==> src/rtl/serial_prog_loader_if.sv <==
// -----------------------------------------------------------------------------
// serial_prog_loader_if
//   Write port of the instruction SRAM pair as seen by the boot loader.
//
//   Signals:
//     instr_we_n   active-low write strobe, low for one cycle per word
//     instr_addr   word address (ADDR_W bits), valid while instr_we_n is low
//     instr_wdata  16-bit instruction word, valid while instr_we_n is low
//
//   Modports:
//     master  the loader, drives the write port
//     slave   the instruction memory, receives the write port
// -----------------------------------------------------------------------------
interface serial_prog_loader_if #(
    parameter int ADDR_W = 13
);
    logic              instr_we_n;
    logic [ADDR_W-1:0] instr_addr;
    logic [15:0]       instr_wdata;

    modport master (
        output instr_we_n,
        output instr_addr,
        output instr_wdata
    );

    modport slave (
        input instr_we_n,
        input instr_addr,
        input instr_wdata
    );
endinterface

==> src/rtl/serial_prog_loader.sv <==
// -----------------------------------------------------------------------------
// serial_prog_loader
//   Boot-time program loader. Receives a framed byte stream on a UART line
//   (8N1, LSB first), assembles 16-bit words and writes them to sequential
//   instruction addresses. The processor is held in reset while loading and
//   released with a one-cycle start pulse when the frame completes.
//
//   Frame: CNT_LO, CNT_HI, N x (word LO, word HI) [, checksum byte]
//
//   Build option:
//     SERIAL_PROG_LOADER_CKSUM_EN  when defined, a checksum byte follows the
//                                  payload; the 8-bit sum of every frame byte
//                                  including the checksum must be 0x00.
//
//   Ports:
//     clk           system clock, rising edge
//     reset         asynchronous active-low reset
//     load_en       level, arms the loader; low aborts to IDLE
//     err_clr       pulse, clears the sticky error and returns to IDLE
//     rx            asynchronous UART line, idles high
//     instr_bus     instruction SRAM write port (master modport)
//     cpu_hold      1 holds the processor in reset
//     start         one-cycle pulse when a load completes
//     busy          1 while a load is in progress
//     err           sticky error: bit0 frame error, bit1 count/checksum error
//     words_loaded  number of words written in the current load
// -----------------------------------------------------------------------------
module serial_prog_loader #(
    parameter int CLKS_PER_BIT = 16,
    parameter int ADDR_W       = 13,
    parameter int MAX_WORDS    = 256
) (
    input  logic                 clk,
    input  logic                 reset,
    input  logic                 load_en,
    input  logic                 err_clr,
    input  logic                 rx,
    serial_prog_loader_if.master instr_bus,
    output logic                 cpu_hold,
    output logic                 start,
    output logic                 busy,
    output logic [1:0]           err,
    output logic [ADDR_W-1:0]    words_loaded
);

    localparam int              CNT_W     = $clog2(CLKS_PER_BIT);
    localparam logic [CNT_W-1:0] BIT_LAST  = CNT_W'(CLKS_PER_BIT - 1);
    localparam logic [CNT_W-1:0] HALF_LAST = CNT_W'(CLKS_PER_BIT / 2 - 1);
    localparam logic [15:0]      MAX_N     = 16'(MAX_WORDS);

    // -------------------------------------------------------------------------
    // UART receiver
    // -------------------------------------------------------------------------
    typedef enum logic [1:0] {RX_IDLE, RX_START, RX_DATA, RX_STOP} rx_state_t;

    rx_state_t        rx_state_reg, rx_state_next;
    logic             rx_meta_reg, rx_sync_reg, rx_prev_reg;
    logic [CNT_W-1:0] tick_reg, tick_next;
    logic [2:0]       bit_reg, bit_next;
    logic [7:0]       shift_reg, shift_next;
    logic             rx_valid;
    logic             frame_err;
    logic [7:0]       rx_byte;

    assign rx_byte = shift_reg;

    always_ff @(posedge clk or negedge reset) begin
        if (!reset) begin
            rx_meta_reg  <= 1'b1;
            rx_sync_reg  <= 1'b1;
            rx_prev_reg  <= 1'b1;
            rx_state_reg <= RX_IDLE;
            tick_reg     <= '0;
            bit_reg      <= '0;
            shift_reg    <= '0;
        end else begin
            rx_meta_reg  <= rx;
            rx_sync_reg  <= rx_meta_reg;
            rx_prev_reg  <= rx_sync_reg;
            rx_state_reg <= rx_state_next;
            tick_reg     <= tick_next;
            bit_reg      <= bit_next;
            shift_reg    <= shift_next;
        end
    end

    always_comb begin
        rx_state_next = rx_state_reg;
        tick_next     = tick_reg + 1'b1;
        bit_next      = bit_reg;
        shift_next    = shift_reg;
        rx_valid      = 1'b0;
        frame_err     = 1'b0;
        case (rx_state_reg)
            RX_IDLE: begin
                tick_next = '0;
                // Only a 1->0 transition starts a byte, so a line stuck low
                // after a bad stop bit does not retrigger the receiver.
                if (rx_prev_reg && !rx_sync_reg) begin
                    rx_state_next = RX_START;
                end
            end
            RX_START: begin
                if (tick_reg == HALF_LAST) begin
                    tick_next     = '0;
                    bit_next      = '0;
                    // Line back high at mid start bit: treat as a glitch.
                    rx_state_next = rx_sync_reg ? RX_IDLE : RX_DATA;
                end
            end
            RX_DATA: begin
                if (tick_reg == BIT_LAST) begin
                    tick_next  = '0;
                    shift_next = {rx_sync_reg, shift_reg[7:1]};
                    bit_next   = bit_reg + 1'b1;
                    if (bit_reg == 3'd7) begin
                        rx_state_next = RX_STOP;
                    end
                end
            end
            RX_STOP: begin
                if (tick_reg == BIT_LAST) begin
                    tick_next     = '0;
                    rx_valid      = rx_sync_reg;
                    frame_err     = !rx_sync_reg;
                    rx_state_next = RX_IDLE;
                end
            end
            default: rx_state_next = RX_IDLE;
        endcase
    end

    // -------------------------------------------------------------------------
    // Frame / load FSM
    // -------------------------------------------------------------------------
    typedef enum logic [2:0] {
        IDLE, CNT_HI, W_LO, W_HI, WRITE, DONE, ERR
`ifdef SERIAL_PROG_LOADER_CKSUM_EN
        , CKSUM
`endif
    } state_t;

    state_t            state_reg, state_next;
    logic [7:0]        cnt_lo_reg, cnt_lo_next;
    logic [15:0]       count_reg, count_next;
    logic [15:0]       word_reg, word_next;
    logic [ADDR_W-1:0] words_loaded_reg, words_loaded_next;
    logic [1:0]        err_reg, err_next;
    logic              start_reg, start_next;
    logic [15:0]       new_count;
    logic [ADDR_W-1:0] wl_inc;
    logic              accepting;
    state_t            end_state;

`ifdef SERIAL_PROG_LOADER_CKSUM_EN
    logic [7:0] cksum_reg, cksum_next;
    logic [7:0] cksum_sum;
    assign cksum_sum = cksum_reg + rx_byte;
    assign end_state = CKSUM;
`else
    assign end_state = DONE;
`endif

    assign new_count = {rx_byte, cnt_lo_reg};
    assign wl_inc    = words_loaded_reg + 1'b1;
    // States in which received bytes belong to the frame being loaded.
    assign accepting = (state_reg != DONE) && (state_reg != ERR);

    always_ff @(posedge clk or negedge reset) begin
        if (!reset) begin
            state_reg        <= IDLE;
            cnt_lo_reg       <= '0;
            count_reg        <= '0;
            word_reg         <= '0;
            words_loaded_reg <= '0;
            err_reg          <= '0;
            start_reg        <= 1'b0;
`ifdef SERIAL_PROG_LOADER_CKSUM_EN
            cksum_reg        <= '0;
`endif
        end else begin
            state_reg        <= state_next;
            cnt_lo_reg       <= cnt_lo_next;
            count_reg        <= count_next;
            word_reg         <= word_next;
            words_loaded_reg <= words_loaded_next;
            err_reg          <= err_next;
            start_reg        <= start_next;
`ifdef SERIAL_PROG_LOADER_CKSUM_EN
            cksum_reg        <= cksum_next;
`endif
        end
    end

    always_comb begin
        state_next        = state_reg;
        cnt_lo_next       = cnt_lo_reg;
        count_next        = count_reg;
        word_next         = word_reg;
        words_loaded_next = words_loaded_reg;
        err_next          = err_reg;
`ifdef SERIAL_PROG_LOADER_CKSUM_EN
        cksum_next        = cksum_reg;
`endif
        if (!load_en && state_reg != ERR) begin
            // Abort (or leave DONE): error flags are left untouched.
            state_next = IDLE;
        end else if (frame_err && accepting) begin
            // A frame error beats a simultaneous err_clr.
            state_next  = ERR;
            err_next[0] = 1'b1;
        end else if (err_clr && state_reg != DONE) begin
            state_next = IDLE;
            err_next   = '0;
        end else begin
            case (state_reg)
                IDLE: if (rx_valid) begin
                    cnt_lo_next = rx_byte;
                    state_next  = CNT_HI;
`ifdef SERIAL_PROG_LOADER_CKSUM_EN
                    cksum_next  = rx_byte;
`endif
                end
                CNT_HI: if (rx_valid) begin
                    count_next = new_count;
`ifdef SERIAL_PROG_LOADER_CKSUM_EN
                    cksum_next = cksum_sum;
`endif
                    if (new_count == 16'd0) begin
                        state_next = end_state;
                    end else if (new_count > MAX_N) begin
                        err_next[1] = 1'b1;
                        state_next  = ERR;
                    end else begin
                        state_next = W_LO;
                    end
                end
                W_LO: if (rx_valid) begin
                    word_next[7:0] = rx_byte;
                    state_next     = W_HI;
`ifdef SERIAL_PROG_LOADER_CKSUM_EN
                    cksum_next     = cksum_sum;
`endif
                end
                W_HI: if (rx_valid) begin
                    word_next[15:8] = rx_byte;
                    state_next      = WRITE;
`ifdef SERIAL_PROG_LOADER_CKSUM_EN
                    cksum_next      = cksum_sum;
`endif
                end
                WRITE: begin
                    words_loaded_next = wl_inc;
                    state_next = (16'(wl_inc) == count_reg) ? end_state : W_LO;
                end
`ifdef SERIAL_PROG_LOADER_CKSUM_EN
                CKSUM: if (rx_valid) begin
                    if (cksum_sum == 8'h00) begin
                        state_next = DONE;
                    end else begin
                        err_next[1] = 1'b1;
                        state_next  = ERR;
                    end
                end
`endif
                default: ;
            endcase
        end
        // The word counter always restarts from zero in IDLE.
        if (state_next == IDLE) begin
            words_loaded_next = '0;
        end
    end

    // Start is high for exactly the first cycle spent in DONE.
    assign start_next = (state_next == DONE) && (state_reg != DONE);

    assign instr_bus.instr_we_n  = (state_reg != WRITE);
    assign instr_bus.instr_addr  = words_loaded_reg;
    assign instr_bus.instr_wdata = word_reg;

    assign cpu_hold     = (state_reg != DONE);
    assign start        = start_reg;
    assign busy         = (state_reg != IDLE) && (state_reg != DONE) && (state_reg != ERR);
    assign err          = err_reg;
    assign words_loaded = words_loaded_reg;

endmodule
==> src/flat_wrapper.sv <==
// flat-port wrapper written by rule: the top's interface ports become plain ports
module serial_prog_loader_flat 
#(
    parameter int CLKS_PER_BIT = 16,
    parameter int ADDR_W       = 13,
    parameter int MAX_WORDS    = 256
)
  (clk, reset, load_en, err_clr, rx, cpu_hold, start, busy, err, words_loaded, instr_bus_instr_we_n, instr_bus_instr_addr, instr_bus_instr_wdata);
  serial_prog_loader_if #(.ADDR_W(ADDR_W)) instr_bus_i ();
  input  logic clk;
  input  logic reset;
  input  logic load_en;
  input  logic err_clr;
  input  logic rx;
  output logic cpu_hold;
  output logic start;
  output logic busy;
  output logic [1:0] err;
  output logic [ADDR_W-1:0] words_loaded;
  output wire logic [$bits(instr_bus_i.instr_we_n)-1:0] instr_bus_instr_we_n;
  output wire logic [$bits(instr_bus_i.instr_addr)-1:0] instr_bus_instr_addr;
  output wire logic [$bits(instr_bus_i.instr_wdata)-1:0] instr_bus_instr_wdata;
  assign instr_bus_instr_we_n = instr_bus_i.instr_we_n;
  assign instr_bus_instr_addr = instr_bus_i.instr_addr;
  assign instr_bus_instr_wdata = instr_bus_i.instr_wdata;
  serial_prog_loader #(.CLKS_PER_BIT(CLKS_PER_BIT), .ADDR_W(ADDR_W), .MAX_WORDS(MAX_WORDS)) u_core (.clk(clk), .reset(reset), .load_en(load_en), .err_clr(err_clr), .rx(rx), .instr_bus(instr_bus_i), .cpu_hold(cpu_hold), .start(start), .busy(busy), .err(err), .words_loaded(words_loaded));
endmodule
==> config.mk <==
export PLATFORM = sky130hd
export DESIGN_NAME = serial_prog_loader_flat
export DESIGN_NICKNAME = d
export VERILOG_FILES = /design/src/rtl/serial_prog_loader_if.sv /design/src/rtl/serial_prog_loader.sv /design/src/flat_wrapper.sv
export SDC_FILE = /design/constraint.sdc
export NUM_CORES = 1
export LEC_CHECK = 0
export ABC_AREA = 1
export CAP_MARGIN = 30
export CORE_MARGIN = 3
export CORE_UTILIZATION = 35
export CTS_CLUSTER_DIAMETER = 40
export CTS_CLUSTER_SIZE = 25
export DETAILED_ROUTE_END_ITERATION = 6
export PLACE_DENSITY = 0.52
export SKIP_CTS_REPAIR_TIMING = 1
export SYNTH_ARGS = -nofsm -noshare
export SYNTH_HDL_FRONTEND = slang
export SYNTH_SLANG_ARGS = --single-unit
==> constraint.sdc <==
create_clock -name clk -period 2.8 [get_ports clk]
set_input_delay 0.56 -clock clk [delete_from_list [all_inputs] [get_ports clk]]
set_output_delay 0.56 -clock clk [all_outputs]
set_load 0.005 [all_outputs]
==> impl_metrics.env <==
export IMPL_clk_latency_ps=330
export IMPL_synth_common_cells="nand2_1 (172), dfrtp_1 (76), inv_1 (64), o21ai_0 (48), nor2_1 (39)"
export IMPL_ir_drop_v=0.000316
export IMPL_port_buffers=52
export IMPL_power_frac_comb_pct=6.8
export IMPL_grt_total_usage_pct=15.6
export IMPL_fp_coreArea_um2=11000
export IMPL_crit_arrival_ps=1940
export IMPL_worst_slack_ps=303
export IMPL_place_congestion=0.917
export IMPL_setup_viol=0
export IMPL_yosys_register_bits=79
export IMPL_first_pass_iters=6
export IMPL_htreeDepth=3
export IMPL_ios=53
export IMPL_numCtsBuffers=9
export IMPL_hold_viol=0
export IMPL_yosysSeqAreaShare_pct=49.5
export IMPL_cp_slowest_cell="clkdlybuf4s50_1"
export IMPL_crit_type="reg2out"
export IMPL_max_slew_margin_rel_pct=61.5
export IMPL_tns_ps=0
export IMPL_antennaDiodeCount=0
export IMPL_slew_viol_final=0
export IMPL_fin_skew_ps=6.50
export IMPL_clk_pin_slew_ps=60
export IMPL_p_sw_mw=0.601
export IMPL_syn2layout_area_growth_pct=22.2
export IMPL_pwr_share_seq_pct=47.2
export IMPL_syn_area_um2=4000
export IMPL_ys_flop_type="dfrtp_1"
export IMPL_fp_dieW_um=113
export IMPL_worstSetupEndpointType="output port"
export IMPL_dp_hpwl_um=7000
export IMPL_grt_start_max_net_pins=46
export IMPL_required_ps=2240
export IMPL_p_leak_nw=2.37
export IMPL_intPower_mw=1.98
export IMPL_die_area_um2=12800
export IMPL_swShare_pct=23.3
export IMPL_core_rowCount=38
export IMPL_power_frac_clock_pct=46.1
export IMPL_drt_iter0_drc=101
export IMPL_cts_buffer_depth=2
export IMPL_startpoint_type="flip-flop"
export IMPL_cap_viol_max_count=0
export IMPL_rsz0062_at_grt="no"
export IMPL_finalCritPeriodShare_pct=89.2
export IMPL_worstMarginPinSlew_ps=578
export IMPL_critPathBufInv=1
export IMPL_drcViolationCount=0
export IMPL_power_density_nw_per_um2=528
export IMPL_outcome="complete, no violations"
export IMPL_fmax_ghz=0.401
export IMPL_worst_hold_path_type="in2async"
export IMPL_nNetsFinal=571
export IMPL_yosysMostFrequentCell="nand2_1"
export IMPL_wl_per_cell_um=13.2
export IMPL_start_util_pct=36.3
export IMPL_ant_nets=0
export IMPL_path_cells="nor2_1, nor2_2, nand2_1, nand2_1, nor2_1, clkdlybuf4s50_1"
export IMPL_syn_inst=518
export IMPL_synth_top_area_cell="dfrtp_1"
export IMPL_cp_max_fo=6
export IMPL_grt_pass1_wl_um=15900
export IMPL_critPathMaxStageDelay_ps=520
export IMPL_gr_total_overflow=0
export IMPL_synth_edf_count=0
export IMPL_synth_warnings=0
export IMPL_syn_area_per_cell_um2=7.73
export IMPL_critPathTopFamily="simple AND/OR/NAND/NOR gates"
export IMPL_ys_async_sr_fraction_pct=100
export IMPL_fill_cells=1140
export IMPL_synth_nets=527
export IMPL_synth_area_leaders="dfrtp_1 (48%), nand2_1 (16%), o21ai_0 (6.0%), inv_1 (6.0%), nor2_1 (3.7%)"
export IMPL_grt_pass1_vias=3220
export IMPL_synthDistinctLibCells=32
export IMPL_yosys_area_top_type_share_pct=47.5
export IMPL_tritoncts="done"
export IMPL_cts_sinks=79
export IMPL_routed_wl_um=9310
export IMPL_via_per_inst=4.73
export IMPL_vias=3347
export IMPL_dieHeight_um=113
export IMPL_antenna_found_initial=0
export IMPL_min_period_ps=2500
export IMPL_cts_root_buf="clkbuf_16"
export IMPL_layout_drive_gt1_share_pct=6.70
export IMPL_dp_slack_ps=107
[final cells by class]
cell class | instances | area [um2] | area share (%)
clock buffers | 13 | 260 | 5.32
clock inverters | 3 | 42.5 | 0.870
inverters | 66 | 248 | 5.07
multi-input cells | 348 | 1620 | 33.2
flip-flops and latches | 79 | 1980 | 40.5
well taps | 140 | 175 | 3.58
repair buffers | 58 | 563 | 11.5
[metal layers]
metal  vias up  part of all wire, %  global-route usage, %
met3        14                  5.1                   3.80
met1      1535                   49                   20.6
met2        77                   44                   24.8
li1       1721                    -                      -
met4         0                  2.1                   5.77
met5         -                    0                      0
[power groups by stage]
stage / registers, mW / logic (mW) / clock network (mW)
2_1_floorplan: 1.22 / 0.140 / 0
3_3_place_gp: 1.24 / 0.175 / 0
3_5_place_dp: 1.24 / 0.180 / 0
4_1_cts: 1.22 / 0.180 / 1.22
5_1_grt: 1.22 / 0.205 / 1.26
6_report: 1.22 / 0.175 / 1.19
[stage by stage]
step	cells	hold slack, ps	utilization (%)	instance area (um2)	power (mW)
2_1_floorplan	518	264	-	4000	1.36
3_3_place_gp	690	359	41.5	4580	1.41
3_5_place_dp	690	362	41.5	4580	1.42
4_1_cts	706	243	44.2	4880	2.62
5_1_grt	707	269	44.3	4890	2.69
6_report	707	225	44.3	4890	2.58
[layout by cell type, fill, tap and decap left out, types with 9 or more instances in the layout]
| master | count |
|---|---|
| inv_1 | 64 |
| nor3_1 | 9 |
| nand2_1 | 172 |
| clkbuf_16 | 9 |
| nand4_1 | 18 |
| o21ai_0 | 48 |
| clkdlybuf4s50_1 | 51 |
| dfrtp_1 | 76 |
| nand3_1 | 27 |
| nor2_1 | 39 |
[logic make-up after synthesis]
kind of cell             synth area share, %
multiplexers                           0.281
adder cells (fa/ha/maj)                 1.25
buffers and inverters                   10.1
AND/OR/NAND/NOR                         29.4
AO/OA/AOI/OAI                           8.00
XOR/XNOR                                1.44
flip-flops                              49.5
[path summary, 6_finish.rpt]
path                                                            startpoint                                         end  slack, ps  cells after the start
worst min register to register                u_core.rx_meta_reg$_DFF_PN1_                u_core.rx_sync_reg$_DFF_PN1_        370                      0
worst min-delay path                                                 reset  u_core.instr_bus.instr_addr[5]$_DFFE_PN0P_        230                      1
worst max-delay path                         u_core.state_reg[1]$_DFF_PN0_                                        busy        300                      6
min in group clk                              u_core.rx_meta_reg$_DFF_PN1_                u_core.rx_sync_reg$_DFF_PN1_        370                      0
max in group asynchronous                                            reset                u_core.rx_meta_reg$_DFF_PN1_       1850                      2
worst max register to register  u_core.instr_bus.instr_addr[0]$_DFFE_PN0P_  u_core.instr_bus.instr_addr[5]$_DFFE_PN0P_        400                     20
[worst register-to-register path, cell delays in order, from the launching register on]
cell and delay (ps):
dfrtp_1 440, ha_1 220, nand3_1 130, inv_1 180, nand2_1 70, nand2_1 80, nand2_1 80, nand2_1 60
nand2_1 40, nor2_1 90, nand2_1 70, nor2_2 90, nand2_1 50, nand2_1 50, nand2_1 50, nand2_2 70
nand2_1 60, o21bai_2 160, nand2_4 140, nand2_1 100, nand2_1 50
Power figures use the tool's default switching activity.
